$ cat src/rtl/ravenoc_pkg.sv
// Shared NoC types and sizing for the TX packet scheduler and its neighbours.
package ravenoc_pkg;

  localparam int unsigned NumVirtChn    = 3;
  localparam int unsigned FlitDataWidth = 32;
  localparam int unsigned PktWidth      = 8;
  localparam int unsigned VcIdWidth     = (NumVirtChn > 1) ? $clog2(NumVirtChn) : 1;

  typedef struct packed {
    logic                     valid;
    logic                     req_new;
    logic                     req_last;
    logic [FlitDataWidth-1:0] flit_data_width;
    logic [PktWidth-1:0]      pkt_sz;
    logic [VcIdWidth-1:0]     vc_id;
  } s_pkt_out_req_t;

  typedef struct packed {
    logic ready;
  } s_pkt_out_resp_t;

  typedef enum logic {TX_IDLE, TX_SEND} tx_sched_st_t;

endpackage

$ cat src/rtl/rr_arbiter.sv
// Combinational round-robin arbiter: lowest requester at or above ptr wins,
// wrapping to the lowest requester overall when none is found above ptr.
module rr_arbiter #(
  parameter int unsigned N  = 3,
  parameter int unsigned IW = (N > 1) ? $clog2(N) : 1
) (
  input  logic [N-1:0]  req,
  input  logic [IW-1:0] ptr,
  output logic [N-1:0]  gnt,
  output logic [IW-1:0] idx
);

  logic [N-1:0] mask;
  logic [N-1:0] masked;
  logic [N-1:0] pick;

  always_comb begin
    mask   = ~((N'(1) << ptr) - N'(1));
    masked = req & mask;
    pick   = (|masked) ? masked : req;
    // isolate lowest set bit of the chosen vector
    gnt    = pick & (~pick + N'(1));
    idx    = '0;
    for (int i = 0; i < N; i++) begin
      if (gnt[i]) idx = IW'(i);
    end
  end

endmodule

$ cat src/rtl/pkt_tx_sched.sv
// Packet-level TX scheduler: round-robin over VCs, grant locked for a whole
// packet, head/tail framing generated from a per-packet flit counter.
module pkt_tx_sched
  import ravenoc_pkg::*;
#(
  parameter int unsigned N_VC    = NumVirtChn,
  parameter int unsigned FLIT_DW = FlitDataWidth,
  parameter int unsigned PKT_W   = PktWidth
) (
  input  logic                    clk,
  input  logic                    arst,
  input  logic [N_VC-1:0]         vc_valid_i,
  input  logic [N_VC*FLIT_DW-1:0] vc_flit_i,
  input  logic [N_VC*PKT_W-1:0]   vc_pkt_sz_i,
  output logic [N_VC-1:0]         vc_pop_o,
  output s_pkt_out_req_t          pkt_out_req_o,
  input  s_pkt_out_resp_t         pkt_out_resp_i,
  output logic                    busy_o
);

  localparam int unsigned VC_W = VcIdWidth;

  tx_sched_st_t     state_q, state_d;
  logic [VC_W-1:0]  grant_q, grant_d;
  logic [VC_W-1:0]  rr_ptr_q, rr_ptr_d;
  logic [PKT_W-1:0] cnt_q, cnt_d;
  logic [PKT_W-1:0] sz_q, sz_d;

  logic [FLIT_DW-1:0] flit_arr [N_VC];
  logic [PKT_W-1:0]   sz_arr   [N_VC];
  logic [N_VC-1:0]    arb_gnt;
  logic [VC_W-1:0]    arb_idx;

  always_comb begin
    for (int i = 0; i < N_VC; i++) begin
      flit_arr[i] = vc_flit_i[i*FLIT_DW +: FLIT_DW];
      sz_arr[i]   = vc_pkt_sz_i[i*PKT_W +: PKT_W];
    end
  end

  rr_arbiter #(.N(N_VC), .IW(VC_W)) u_arb (
    .req (vc_valid_i),
    .ptr (rr_ptr_q),
    .gnt (arb_gnt),
    .idx (arb_idx)
  );

  always_ff @(posedge clk or negedge arst) begin
    if (!arst) begin
      state_q  <= TX_IDLE;
      grant_q  <= '0;
      rr_ptr_q <= '0;
      cnt_q    <= '0;
      sz_q     <= '0;
    end else begin
      state_q  <= state_d;
      grant_q  <= grant_d;
      rr_ptr_q <= rr_ptr_d;
      cnt_q    <= cnt_d;
      sz_q     <= sz_d;
    end
  end

  // Next state, framing and pop strobe; outputs stay 0 outside a valid SEND beat.
  always_comb begin
    state_d       = state_q;
    grant_d       = grant_q;
    rr_ptr_d      = rr_ptr_q;
    cnt_d         = cnt_q;
    sz_d          = sz_q;
    pkt_out_req_o = '0;
    vc_pop_o      = '0;
    case (state_q)
      TX_IDLE: begin
        if (|arb_gnt) begin
          grant_d = arb_idx;
          sz_d    = sz_arr[arb_idx];
          cnt_d   = '0;
          state_d = TX_SEND;
        end
      end
      TX_SEND: begin
        if (vc_valid_i[grant_q]) begin
          pkt_out_req_o.valid           = 1'b1;
          pkt_out_req_o.req_new         = (cnt_q == '0);
          pkt_out_req_o.req_last        = (cnt_q == sz_q);
          pkt_out_req_o.flit_data_width = flit_arr[grant_q];
          pkt_out_req_o.pkt_sz          = sz_q;
          pkt_out_req_o.vc_id           = grant_q;
          if (pkt_out_resp_i.ready) begin
            vc_pop_o = N_VC'(1) << grant_q;
            if (cnt_q == sz_q) begin
              state_d  = TX_IDLE;
              rr_ptr_d = (grant_q == VC_W'(N_VC-1)) ? '0 : grant_q + VC_W'(1);
            end else begin
              cnt_d = cnt_q + PKT_W'(1);
            end
          end
        end
      end
      default: state_d = TX_IDLE;
    endcase
  end

  assign busy_o = (state_q == TX_SEND);

endmodule

$ cat config.mk
export PLATFORM = sky130hd
export DESIGN_NAME = pkt_tx_sched
export DESIGN_NICKNAME = d
export VERILOG_FILES = /design/src/rtl/ravenoc_pkg.sv /design/src/rtl/rr_arbiter.sv /design/src/rtl/pkt_tx_sched.sv
export SDC_FILE = /design/constraint.sdc
export NUM_CORES = 1
export LEC_CHECK = 0
export BUFFER_PORTS_ARGS = -buffer_cell sky130_fd_sc_hd__buf_2
export CAP_MARGIN = 20
export CORE_MARGIN = 4
export CORE_UTILIZATION = 44
export CTS_BUF_LIST = sky130_fd_sc_hd__clkbuf_4 sky130_fd_sc_hd__clkbuf_8
export CTS_CLUSTER_SIZE = 25
export DETAILED_ROUTE_END_ITERATION = 10
export GPL_ROUTABILITY_DRIVEN = 0
export PLACE_DENSITY_LB_ADDON = 0.3
export SYNTH_ARGS = -nofsm -noshare
export SYNTH_HDL_FRONTEND = slang
export SYNTH_SLANG_ARGS = --single-unit
$ cat constraint.sdc
create_clock -name clk -period 5.5 [get_ports clk]
set_input_delay 1.65 -clock clk [delete_from_list [all_inputs] [get_ports clk]]
set_output_delay 1.65 -clock clk [all_outputs]
set_load 0.05 [all_outputs]
Word level (Yosys, flattened, before mapping)
Cells that the tools add are included.
{"block": "totals", "reg_bits": 21, "output_inout_bits": 49, "elab_cells": 60}
{"block": "classes", "addsub": 4, "n_lt_le_gt_ge": 3, "eq_ne": 6, "shifts": 2, "n_mux": 27, "bitwise": 7, "n_reduce_logical": 6}
{"operator": "45-bit 2-to-1 mux", "count": 2}
{"operator": "32-bit binary-select mux with 2-bit select", "count": 1}
{"operator": "32-bit 2-to-1 mux", "count": 2}
{"operator": "8-bit 2-to-1 mux", "count": 6}
{"operator": "8-bit binary-select mux with 2-bit select", "count": 1}
{"operator": "8-bit one-hot mux with 2 select lines", "count": 1}
{"operator": "3-bit 2-to-1 mux", "count": 4}
{"operator": "8-bit by 1-bit adder with 8-bit output (second input constant)", "count": 1}
{"operator": "8-bit == test", "count": 1}
{"operator": "8-bit zero test", "count": 1}
{"operator": "4-bit AND reduction", "count": 2}
{"operator": "3-bit bitwise AND", "count": 2}
{"operator": "3-bit greater-or-equal comparator (second input constant)", "count": 2}
{"operator": "1-bit 2-to-1 mux", "count": 6}
{"operator": "2-bit inequality test (second input constant)", "count": 3}
{"operator": "2-bit NOT with 3-bit output", "count": 2}
{"operator": "3-bit NOT", "count": 2}
{"operator": "3-bit OR reduction", "count": 2}
{"operator": "1-bit by 2-bit << shifter with 3-bit output (first input constant)", "count": 2}
{"operator": "2-bit 2-to-1 mux", "count": 2}
{"operator": "3-bit by 1-bit adder with 3-bit output (second input constant)", "count": 1}
{"operator": "2-bit by 3-bit less-than comparator with 1-bit output (second input constant)", "count": 1}
{"operator": "3-bit by 2-bit subtractor with 3-bit output (second input constant)", "count": 1}
{"operator": "2-bit by 1-bit adder with 2-bit output (second input constant)", "count": 1}
{"operator": "other kinds (6)", "count": 6}

Logic depth before layout (Yosys ltp)
Gate-level depths: netlist of the first run.
{"block": "logic_depth", "ltp_word": 15, "mapped_depth": 7, "ltp_nobuf": 5}

Cells and area by module
From an unflattened synthesis of the first run, not the netlist that was laid out.
{"block": "unflattened", "cells_unflattened": 314, "area_unflattened_um2": 2314.7}
{"module": "pkt_tx_sched", "instances": 1, "cells_each": 301, "area_each_um2": 2230.9, "seq_area_each_um2": 525.5}
{"module": "rr_arbiter", "instances": 1, "cells_each": 13, "area_each_um2": 83.8, "seq_area_each_um2": 0.0}

Least setup slack after synthesis of the first run
OpenSTA, ideal clock, no wires.
{"block": "synth_path", "path_kind": "input-to-output", "from": "in vc_valid_i[1]", "to": "out vc_pop_o[1]", "arrival_ns": 3.059, "required_ns": 3.850, "setup_slack_ns": 0.791, "path_stages": 3, "n_path_buf": 0, "path_cell_list": "mux2_2 -> nand3_1 -> nor3b_1"}
{"block": "synth_via", "elab_chain_cells": 4}
{"element": "start, declared", "line": "pkt_tx_sched.sv:12", "rtl": "input logic [N_VC-1:0] vc_valid_i,"}
{"element": "1-bit binary-select mux with 2-bit select", "line": "pkt_tx_sched.sv:83", "rtl": "if (vc_valid_i[grant_q]) begin"}
{"element": "1-bit 2-to-1 mux (not written as such)", "line": "pkt_tx_sched.sv:83"}
{"element": "3-bit 2-to-1 mux", "line": "pkt_tx_sched.sv:83"}
{"element": "3-bit 2-to-1 mux", "line": "pkt_tx_sched.sv:73", "rtl": "case (state_q)"}
{"element": "end, declared", "line": "pkt_tx_sched.sv:15", "rtl": "output logic [N_VC-1:0] vc_pop_o,"}
Every way passes these cells. The select of a mux whose other input is x is not followed.

==> out/results.txt, run 1 <==
fmax: 0.2096 GHz
sequential area share after synthesis: 24.63%
startpoint types: input port
Overall Global Routing Usage: 23.82%
vias in the first global route: 2602
final WL: 7518 um
Final TNS setup: 0 ns
leakage power: 0.001612 uW
PD cells: 505.3 nW/um^2
Worst slew margin: 58.76%
Avg Inst Size Synth: 7.232 um^2
slowest cell on the critical path: mux2_2
core area: 4723 um^2
Final Hold Fails: 0
first-pass GRT wire length: 12040 um
Compound-Gate Fraction of Synth Area: 22.17%
Layout area overhead: 44.40%
largest net degree at the start of global routing: 41
# IOs: 175
main flop type after synthesis: dfrtp_1
crit path max fanout: 22
most frequent cell after synthesis: nor2_1
cell repeated most along the worst path: buf_2
fin crit share: 86.76%
async set-reset flop share out of synthesis: 100.0%
worst-margin pin slew: 0.6185 ns
Tmin final: 4.772 ns
Final Skew: 0.003106 ns
Post-Syn Nets: 423
switching share of power: 61.29%
worst skew pair latency: 0.26 ns
drt drc: 0
critical path, cell by cell: buf_2 -> mux2_2 -> o211ai_2 -> buf_4 -> inv_1 -> and2_1 -> buf_2
DRC violation total after the first TritonRoute iteration: 123
die width: 77.63 um
Buffers on Ports: 174
Overflow after GRT: 0
cells on worst reg2reg path: 6
Tot Pwr: 1557 uW
initial antenna violation count: 0
Post-Synth Simple-Gate Area: 25.87%
Post-synth EDFFs: 0
Die H: 77.63 um
RSZ-0062 raised after global routing: false
clk buf depth: 2
worst hold endpoint: sz_q[1]
post-synthesis xor/xnor area fraction: 3.284%
clock tree from TritonCTS: done
worst vdd ir: 0.0002673 V
CP max stage delay: 0.30 ns
Pre-Repair DR Iteration Count: 4
CTS resizes: 0
TritonCTS Buffers: 3
DR WL/cell: 14.32 um
largest family of logic cells by synthesized area: simple AND/OR/NAND/NOR gates
top area cells in the synthesized netlist: dfrtp_1 (25%), mux2i_1 (15%), nor2_1 (12%)
max_cap viols: 0
Clock Sinks: 21
Cell Int Power: 602.6 uW
Worst Hold Launch: sz_q[1]
Hold Path Class: reg -> reg
DIE AREA: 6026 um^2
Crit Path Class: in -> out
via count: 2737
layout cells sized above 1: 42.58%
critical path required time: 3.85 ns
Synth top area share: 24.63%
Initial Utilization: 45.17%
Fin Hold WS: 0.5340 ns
post-synthesis mux area share: 17.07%
Crit. End Element: output port
Diodes inserted: 0
Clock power frac: 6.8%
sequential share of power: 18.4%
CTS Root Cell: clkbuf_8
status: completed
DRT antenna net count: 0
cell taking the most area after synthesis: dfrtp_1
cell row count: 25
most frequent cells after synthesis: nor2_1 (69), a21oi_1 (35), mux2i_1 (33)
CP arrival: 3.12 ns
Critical R2R Launch: grant_q[1]
RR Endpoint: cnt_q[7]
Post-Syn Area: 2133 um^2
Slew Limit Fails: 0
CTS H-tree depth: 1
number of synthesized register bits: 21
Worst-path clk slew: 0.08 ns
Net Sw Power: 953.9 uW
hold path cells: 2
synth warn: 0
Synth Area in Adders: 1.173%
CP startpoint: vc_valid_i[0]
fillers: 415
hold_buf cts: 0
Post-Synthesis Cells: 295
placed wire-length estimate: 6107 um
Worst R2R Setup Slack: 3.26 ns
number of library cell types mapped by synthesis: 37
Logic pwr share: 74.8%
DR vias/cell: 5.213
final setup vio count: 0
Setup Fix Bufs, Post-CTS: 0
Final #Nets: 587
per-layer routing:
metal	share of wire (%)	wire length [um]	vias up	track usage (%)
met2	50	3785	108	43.07
met3	7.9	592	6	5.104
met1	41	3075	1267	28.32
met4	0.86	65	0	6.050
met5	0	0	-	0
li1	-	-	1356	-
logic make-up (layout without fill, tap and decap cells):
| logic type | after synthesis | in the layout |
|---|---|---|
| fa+ha+maj | 2 | 2 |
| flops | 21 | 21 |
| simple gates | 122 | 122 |
| mux | 36 | 36 |
| xor+xnor | 8 | 8 |
| compound gates | 79 | 79 |
| buf+inv | 27 | 190 |
worst max-delay path, delay by kind of cell:
kind                   cells  cell delay [ns]
multiplexers               1             0.30
AND/OR/NAND/NOR            1             0.20
AO/OA/AOI/OAI              1             0.18
buffers and inverters      4             0.79
how the worst max path moves through the flow:
| stage | to | slack (ns) | cells after the start |
|---|---|---|---|
| detailed placement | pkt_out_req_o[2] | 0.72 | 7 |
| floorplan | vc_pop_o[1] | 0.79 | 3 |
| global placement | pkt_out_req_o[0] | 0.78 | 7 |
| CTS | pkt_out_req_o[2] | 0.71 | 7 |
| finish | pkt_out_req_o[2] | 0.73 | 7 |
| global route | pkt_out_req_o[7] | 0.61 | 7 |
flip-flops by register name, indices dropped and copies added (netlist names):
| register | flops |
|---|---|
| cnt_q | 8 |
| sz_q | 8 |
| grant_q | 2 |
| rr_ptr_q | 2 |
| busy_o | 1 |
area by class of cell:
| cell class | count | area (um^2) | share of cell area (%) |
|---|---|---|---|
| Multi-Input combinational cell | 247 | 1486 | 48.25 |
| Timing Repair Buffer | 179 | 908.4 | 29.49 |
| Sequential cell | 21 | 526.8 | 17.10 |
| Tap cell | 67 | 83.83 | 2.721 |
| Clock buffer | 4 | 48.80 | 1.584 |
| Inverter | 7 | 26.28 | 0.8530 |
power by group through the flow:
| stage | combinational (uW) | sequential, uW | clock (uW) |
|---|---|---|---|
| final | 1160 | 286 | 106 |
| after global routing | 1260 | 297 | 111 |
| after CTS | 1170 | 285 | 106 |
| after detailed placement | 1170 | 287 | 0 |
| after global placement | 1150 | 286 | 0 |
| after floorplan | 928 | 254 | 0 |
cell usage in the layout, fill, tap and decap left out, types with 2 or more instances in the layout:
| cell type | n |
|---|---|
| o31ai_1 | 2 |
| o21a_1 | 3 |
| buf_2 | 174 |
| o21ai_1 | 2 |
| nand3_1 | 6 |
| dfrtp_1 | 20 |
| and2_1 | 11 |
| o211ai_1 | 3 |
| nor2_1 | 69 |
| o21ai_0 | 21 |
| mux2_2 | 3 |
| a221oi_1 | 8 |
| xnor2_1 | 8 |
| nand4_1 | 3 |
| inv_1 | 7 |
| clkbuf_8 | 3 |
| nor3_1 | 4 |
| or2_2 | 2 |
| nor2b_1 | 2 |
| a21oi_1 | 35 |
| nand2b_1 | 2 |
| nand2_1 | 16 |
| mux2i_1 | 33 |
| ha_1 | 2 |
| buf_4 | 5 |
through the flow:
stage	setup WS [ns]	cells	cell area, um^2	utilization [%]
floorplan	0.7908	295	2133	-
global placement	0.7817	521	3032	64.19
detailed placement	0.7175	521	3032	64.19
CTS	0.7121	525	3080	65.22
global route	0.6118	525	3080	65.22
finish	0.7284	525	3080	65.22
Power figures use the tool's default switching activity.
==> inputs of run 2 (changes only) <==
--- a/config.mk
+++ b/config.mk
@@ -7,6 +7,7 @@
 export LEC_CHECK = 0
 export BUFFER_PORTS_ARGS = -buffer_cell sky130_fd_sc_hd__buf_2
 export CAP_MARGIN = 20
+export CORE_ASPECT_RATIO = 1.5
 export CORE_MARGIN = 4
 export CORE_UTILIZATION = 44
 export CTS_BUF_LIST = sky130_fd_sc_hd__clkbuf_4 sky130_fd_sc_hd__clkbuf_8
==> out/results.txt, run 2 (same netlist as run 1, synthesis figures left out) <==
status: completed
core area: 4617 um^2
Crit Path Class: in -> out
Logic pwr share: 74.8%
placed cell area: 3028 um^2
first-pass GRT wire length: 12130 um
worst-margin pin slew: 0.5929 ns
crit path max fanout: 33
DR WL/cell: 14.98 um
worst skew pair latency: 0.26 ns
Final #Nets: 587
dpl cells: 518
Final Hold Fails: 0
Buffers on Ports: 174
PD cells: 504.4 nW/um^2
hold path cells: 2
CP max stage delay: 0.36 ns
Worst-path clk slew: 0.07 ns
Clock power frac: 6.8%
max_cap viols: 0
Pre-Repair DR Iteration Count: 4
Final TNS setup: 0 ns
worst hold endpoint: sz_q[1]
fin area: 3082 um^2
leakage power: 0.001612 uW
Net Sw Power: 955.6 uW
final setup vio count: 0
CP arrival: 2.93 ns
Non-Filler Instances: 524
worst vdd ir: 0.0004343 V
Cell Int Power: 598.6 uW
Initial Utilization: 46.21%
fmax: 0.2182 GHz
most frequent cells in the layout: buf_2 (174), nor2_1 (69), a21oi_1 (35), mux2i_1 (33), o21ai_0 (21)
Hold Path Class: reg -> reg
startpoint types: input port
core utilization of the finished layout: 66.75%
DRT antenna net count: 0
vias in the first global route: 2540
Clock Sinks: 21
Final Skew: 0.001263 ns
Worst R2R Setup Slack: 3.51 ns
switching share of power: 61.48%
largest net degree at the start of global routing: 41
most common cell after layout, fill and taps aside: buf_2
TritonCTS Buffers: 3
sequential share of power: 18.4%
cell row count: 30
Overall Global Routing Usage: 25.10%
CTS H-tree depth: 1
slowest cell on the critical path: buf_4
Die H: 93.28 um
clk buf depth: 2
Slew Limit Fails: 0
Tmin final: 4.583 ns
CTS Root Cell: clkbuf_8
hold_buf cts: 0
RR Endpoint: cnt_q[3]
DRC violation total after the first TritonRoute iteration: 120
fin crit share: 83.32%
Worst Hold Launch: sz_q[1]
drt drc: 0
via count: 2747
Layout area overhead: 44.46%
placed wire-length estimate: 6308 um
# IOs: 175
Fin Hold WS: 0.5231 ns
clock tree from TritonCTS: done
Overflow after GRT: 0
critical path, cell by cell: buf_2 -> mux2_2 -> o211ai_2 -> buf_4 -> nor2_1 -> buf_2
DIE AREA: 6050 um^2
Crit. End Element: output port
cell repeated most along the worst path: buf_2
Setup Fix Bufs, Post-CTS: 0
critical path required time: 3.85 ns
DR vias/cell: 5.242
cells on worst reg2reg path: 6
initial antenna violation count: 3
Critical R2R Launch: grant_q[0]
layout cells sized above 1: 42.58%
CTS resizes: 0
final WL: 7851 um
die width: 64.86 um
biggest regs: cnt_q x8, sz_q x8
RSZ-0062 raised after global routing: false
Worst slew margin: 60.21%
[run 2: changes by cell type in the layout (fill, tap and decap cells not counted)]
cell and change:
diode_2 +2
[run 2: layout make-up]
class | count | area (um^2)
fillers | 447 | 1535
multi-input cells | 247 | 1486
flip-flops and latches | 21 | 526.8
well taps | 64 | 80.08
diodes | 2 | 5.005
inverters | 7 | 26.28
clock buffers | 4 | 48.80
repair buffers | 179 | 908.4
[run 2: worst max-delay path by stage]
stage	from	cells after the start	endpoint
5_1_grt	vc_valid_i[0]	6	pkt_out_req_o[37]
2_1_floorplan	vc_valid_i[1]	3	vc_pop_o[1]
3_3_place_gp	vc_valid_i[0]	6	pkt_out_req_o[26]
6_report	vc_valid_i[0]	6	pkt_out_req_o[16]
4_1_cts	vc_valid_i[0]	6	pkt_out_req_o[16]
3_5_place_dp	vc_valid_i[0]	6	pkt_out_req_o[16]
[run 2: power groups by stage]
stage | Sequential [uW] | Combinational [uW] | Clock, uW
2_1_floorplan | 254 | 928 | 0
3_3_place_gp | 284 | 1150 | 0
3_5_place_dp | 288 | 1160 | 0
4_1_cts | 285 | 1170 | 107
5_1_grt | 294 | 1250 | 114
6_report | 286 | 1160 | 105
[run 2: critical path, delay by kind of cell]
family                 cells  cell delay (ns)
buffers and inverters      3             0.71
AO/OA/AOI/OAI              1             0.18
AND/OR/NAND/NOR            1             0.09
multiplexers               1             0.30
[run 2: per-layer routing]
layer	up-vias	track usage (%)	wire, um
li1	1356	-	-
met1	1213	26.99	2854
met2	158	45.09	3882
met3	18	8.654	914
met4	2	8.113	186
met5	-	0	13
[run 2: per-stage QoR]
step           setup slack (ns)  total power [uW]
2_1_floorplan            0.7908              1183
3_3_place_gp             0.9395              1429
3_5_place_dp             0.9127              1450
4_1_cts                  0.9134              1558
5_1_grt                  0.8197              1656
6_report                 0.9173              1554
==> inputs of run 3 (changes only) <==
--- a/config.mk
+++ b/config.mk
@@ -9,7 +9,7 @@
 export CAP_MARGIN = 20
 export CORE_ASPECT_RATIO = 1.5
 export CORE_MARGIN = 4
-export CORE_UTILIZATION = 44
+export CORE_UTILIZATION = 37
 export CTS_BUF_LIST = sky130_fd_sc_hd__clkbuf_4 sky130_fd_sc_hd__clkbuf_8
 export CTS_CLUSTER_SIZE = 25
 export DETAILED_ROUTE_END_ITERATION = 10
==> constraint.sdc (replaced) <==
create_clock -name clk -period 3.95 [get_ports clk]
set_input_delay 1.185 -clock clk [delete_from_list [all_inputs] [get_ports clk]]
set_output_delay 1.185 -clock clk [all_outputs]
set_load 0.05 [all_outputs]
==> out/results.txt, run 3 (same netlist as run 1, synthesis figures left out) <==
most common cell after layout, fill and taps aside: buf_2
cell row count: 33
Overflow after GRT: 0
Net Sw Power: 1337 uW
slowest cell on the critical path: mux2_2
largest net degree at the start of global routing: 38
clk buf depth: 2
PD cells: 700.5 nW/um^2
# IOs: 175
max_cap viols: 0
met1 Usage GRT: 23.55%
Worst-path clk slew: 0.08 ns
drt drc: 0
Clock power frac: 6.8%
Non-Filler Instances: 531
clock tree from TritonCTS: done
Logic pwr share: 74.0%
initial antenna violation count: 5
status: completed
switching share of power: 61.42%
DRT antenna net count: 0
CTS H-tree depth: 1
hold_buf cts: 0
Crit. End Element: output port
DR vias/cell: 5.185
Initial Utilization: 38.56%
met3 Usage GRT: 6.886%
CP max stage delay: 0.30 ns
CP arrival: 2.53 ns
Die H: 101.0 um
startpoint types: input port
Final Skew: 0.006578 ns
Overall Global Routing Usage: 21.59%
Top Usage Layer GRT: met2
Clock Sinks: 21
sequential share of power: 19.2%
leakage power: 0.001621 uW
CTS resizes: 0
Worst slew margin: 57.88%
biggest regs: cnt_q x8, sz_q x8
Final #Nets: 588
Hold Path Class: reg -> reg
DRC violation total after the first TritonRoute iteration: 84
via count: 2753
Final Hold Fails: 0
fin crit share: 93.99%
placed wire-length estimate: 6501 um
fin area: 3107 um^2
final setup vio count: 0
vias in the first global route: 2699
placed cell area: 3055 um^2
DIE AREA: 7070 um^2
final WL: 7987 um
critical path, cell by cell: buf_2 -> mux2_2 -> o211ai_2 -> inv_1 -> and2_1 -> buf_2
crit path max fanout: 10
fillers: 537
critical path required time: 2.76 ns
fmax: 0.2693 GHz
Cell Int Power: 839.5 uW
TritonCTS Buffers: 3
Fin Hold WS: 0.5361 ns
worst-margin pin slew: 0.6317 ns
layout cells sized above 1: 42.70%
first-pass GRT wire length: 12670 um
Tmin final: 3.713 ns
Pre-Repair DR Iteration Count: 4
worst vdd ir: 0.0004407 V
worst skew pair latency: 0.27 ns
Final TNS setup: 0 ns
core area: 5533 um^2
Setup Fix Bufs, Post-CTS: 0
Layout area overhead: 45.63%
Buffers on Ports: 174
most frequent cells in the layout: buf_2 (174), nor2_1 (69), a21oi_1 (35), mux2i_1 (33), o21ai_0 (21)
DR WL/cell: 15.04 um
Crit Path Class: in -> out
RSZ-0062 raised after global routing: false
Slew Limit Fails: 0
dpl cells: 525
CTS Root Cell: clkbuf_8
cell repeated most along the worst path: buf_2
die width: 70 um
met2 usage: 39.99%
-- run 3: stage by stage --
step                      total power [uW]  util [%]  setup WS [ns]
after floorplan                       1647         -         0.1708
after global placement                2022     55.22         0.2996
after detailed placement              2039     55.22         0.2396
after CTS                             2189     56.06         0.2344
after global routing                  2332     56.15         0.1380
final                                 2176     56.15         0.2373
-- run 3: cell type report --
cell class	instances	area [um^2]	area share, %
flip-flops and latches	21	526.8	16.96
inverters	7	26.28	0.8458
clock inverters	1	5.005	0.1611
well taps	70	87.58	2.819
repair buffers	180	928.4	29.88
clock buffers	3	41.29	1.329
diodes	2	5.005	0.1611
multi-input cells	247	1486	47.85
-- run 3: worst paths after layout --
path                                    start  depth (start not counted)                to  slack, ns
min in group asynchronous                arst                          1          cnt_q[1]       0.86
max in group asynchronous                arst                          1        grant_q[1]       2.72
worst min register to register        sz_q[1]                          2           sz_q[1]       0.54
worst max register to register     grant_q[1]                          5          cnt_q[3]       1.86
worst max-delay path            vc_valid_i[0]                          6  pkt_out_req_o[8]       0.24
worst min-delay path                  sz_q[1]                          2           sz_q[1]       0.54
-- run 3: worst max-delay path: cells and delay by family --
| kind | cells | cell delay (ns) |
|---|---|---|
| buffers and inverters | 3 | 0.56 |
| muxes | 1 | 0.30 |
| AOI/OAI and AO/OA | 1 | 0.28 |
| and+or+nand+nor | 1 | 0.21 |
-- run 3: power groups by stage --
| stage | clock network [uW] | registers (uW) | logic, uW |
|---|---|---|---|
| finish | 148 | 418 | 1610 |
| global route | 155 | 434 | 1740 |
| CTS | 149 | 418 | 1620 |
| detailed placement | 0 | 422 | 1620 |
| global placement | 0 | 422 | 1600 |
| floorplan | 0 | 354 | 1290 |
-- run 3: layer usage --
metal	vias to the layer above	wire length, um	part of all wire, %
met2	147	4050	51
met4	6	123	1.5
li1	1366	-	-
met3	19	936	12
met5	-	30	0.38
met1	1215	2846	36
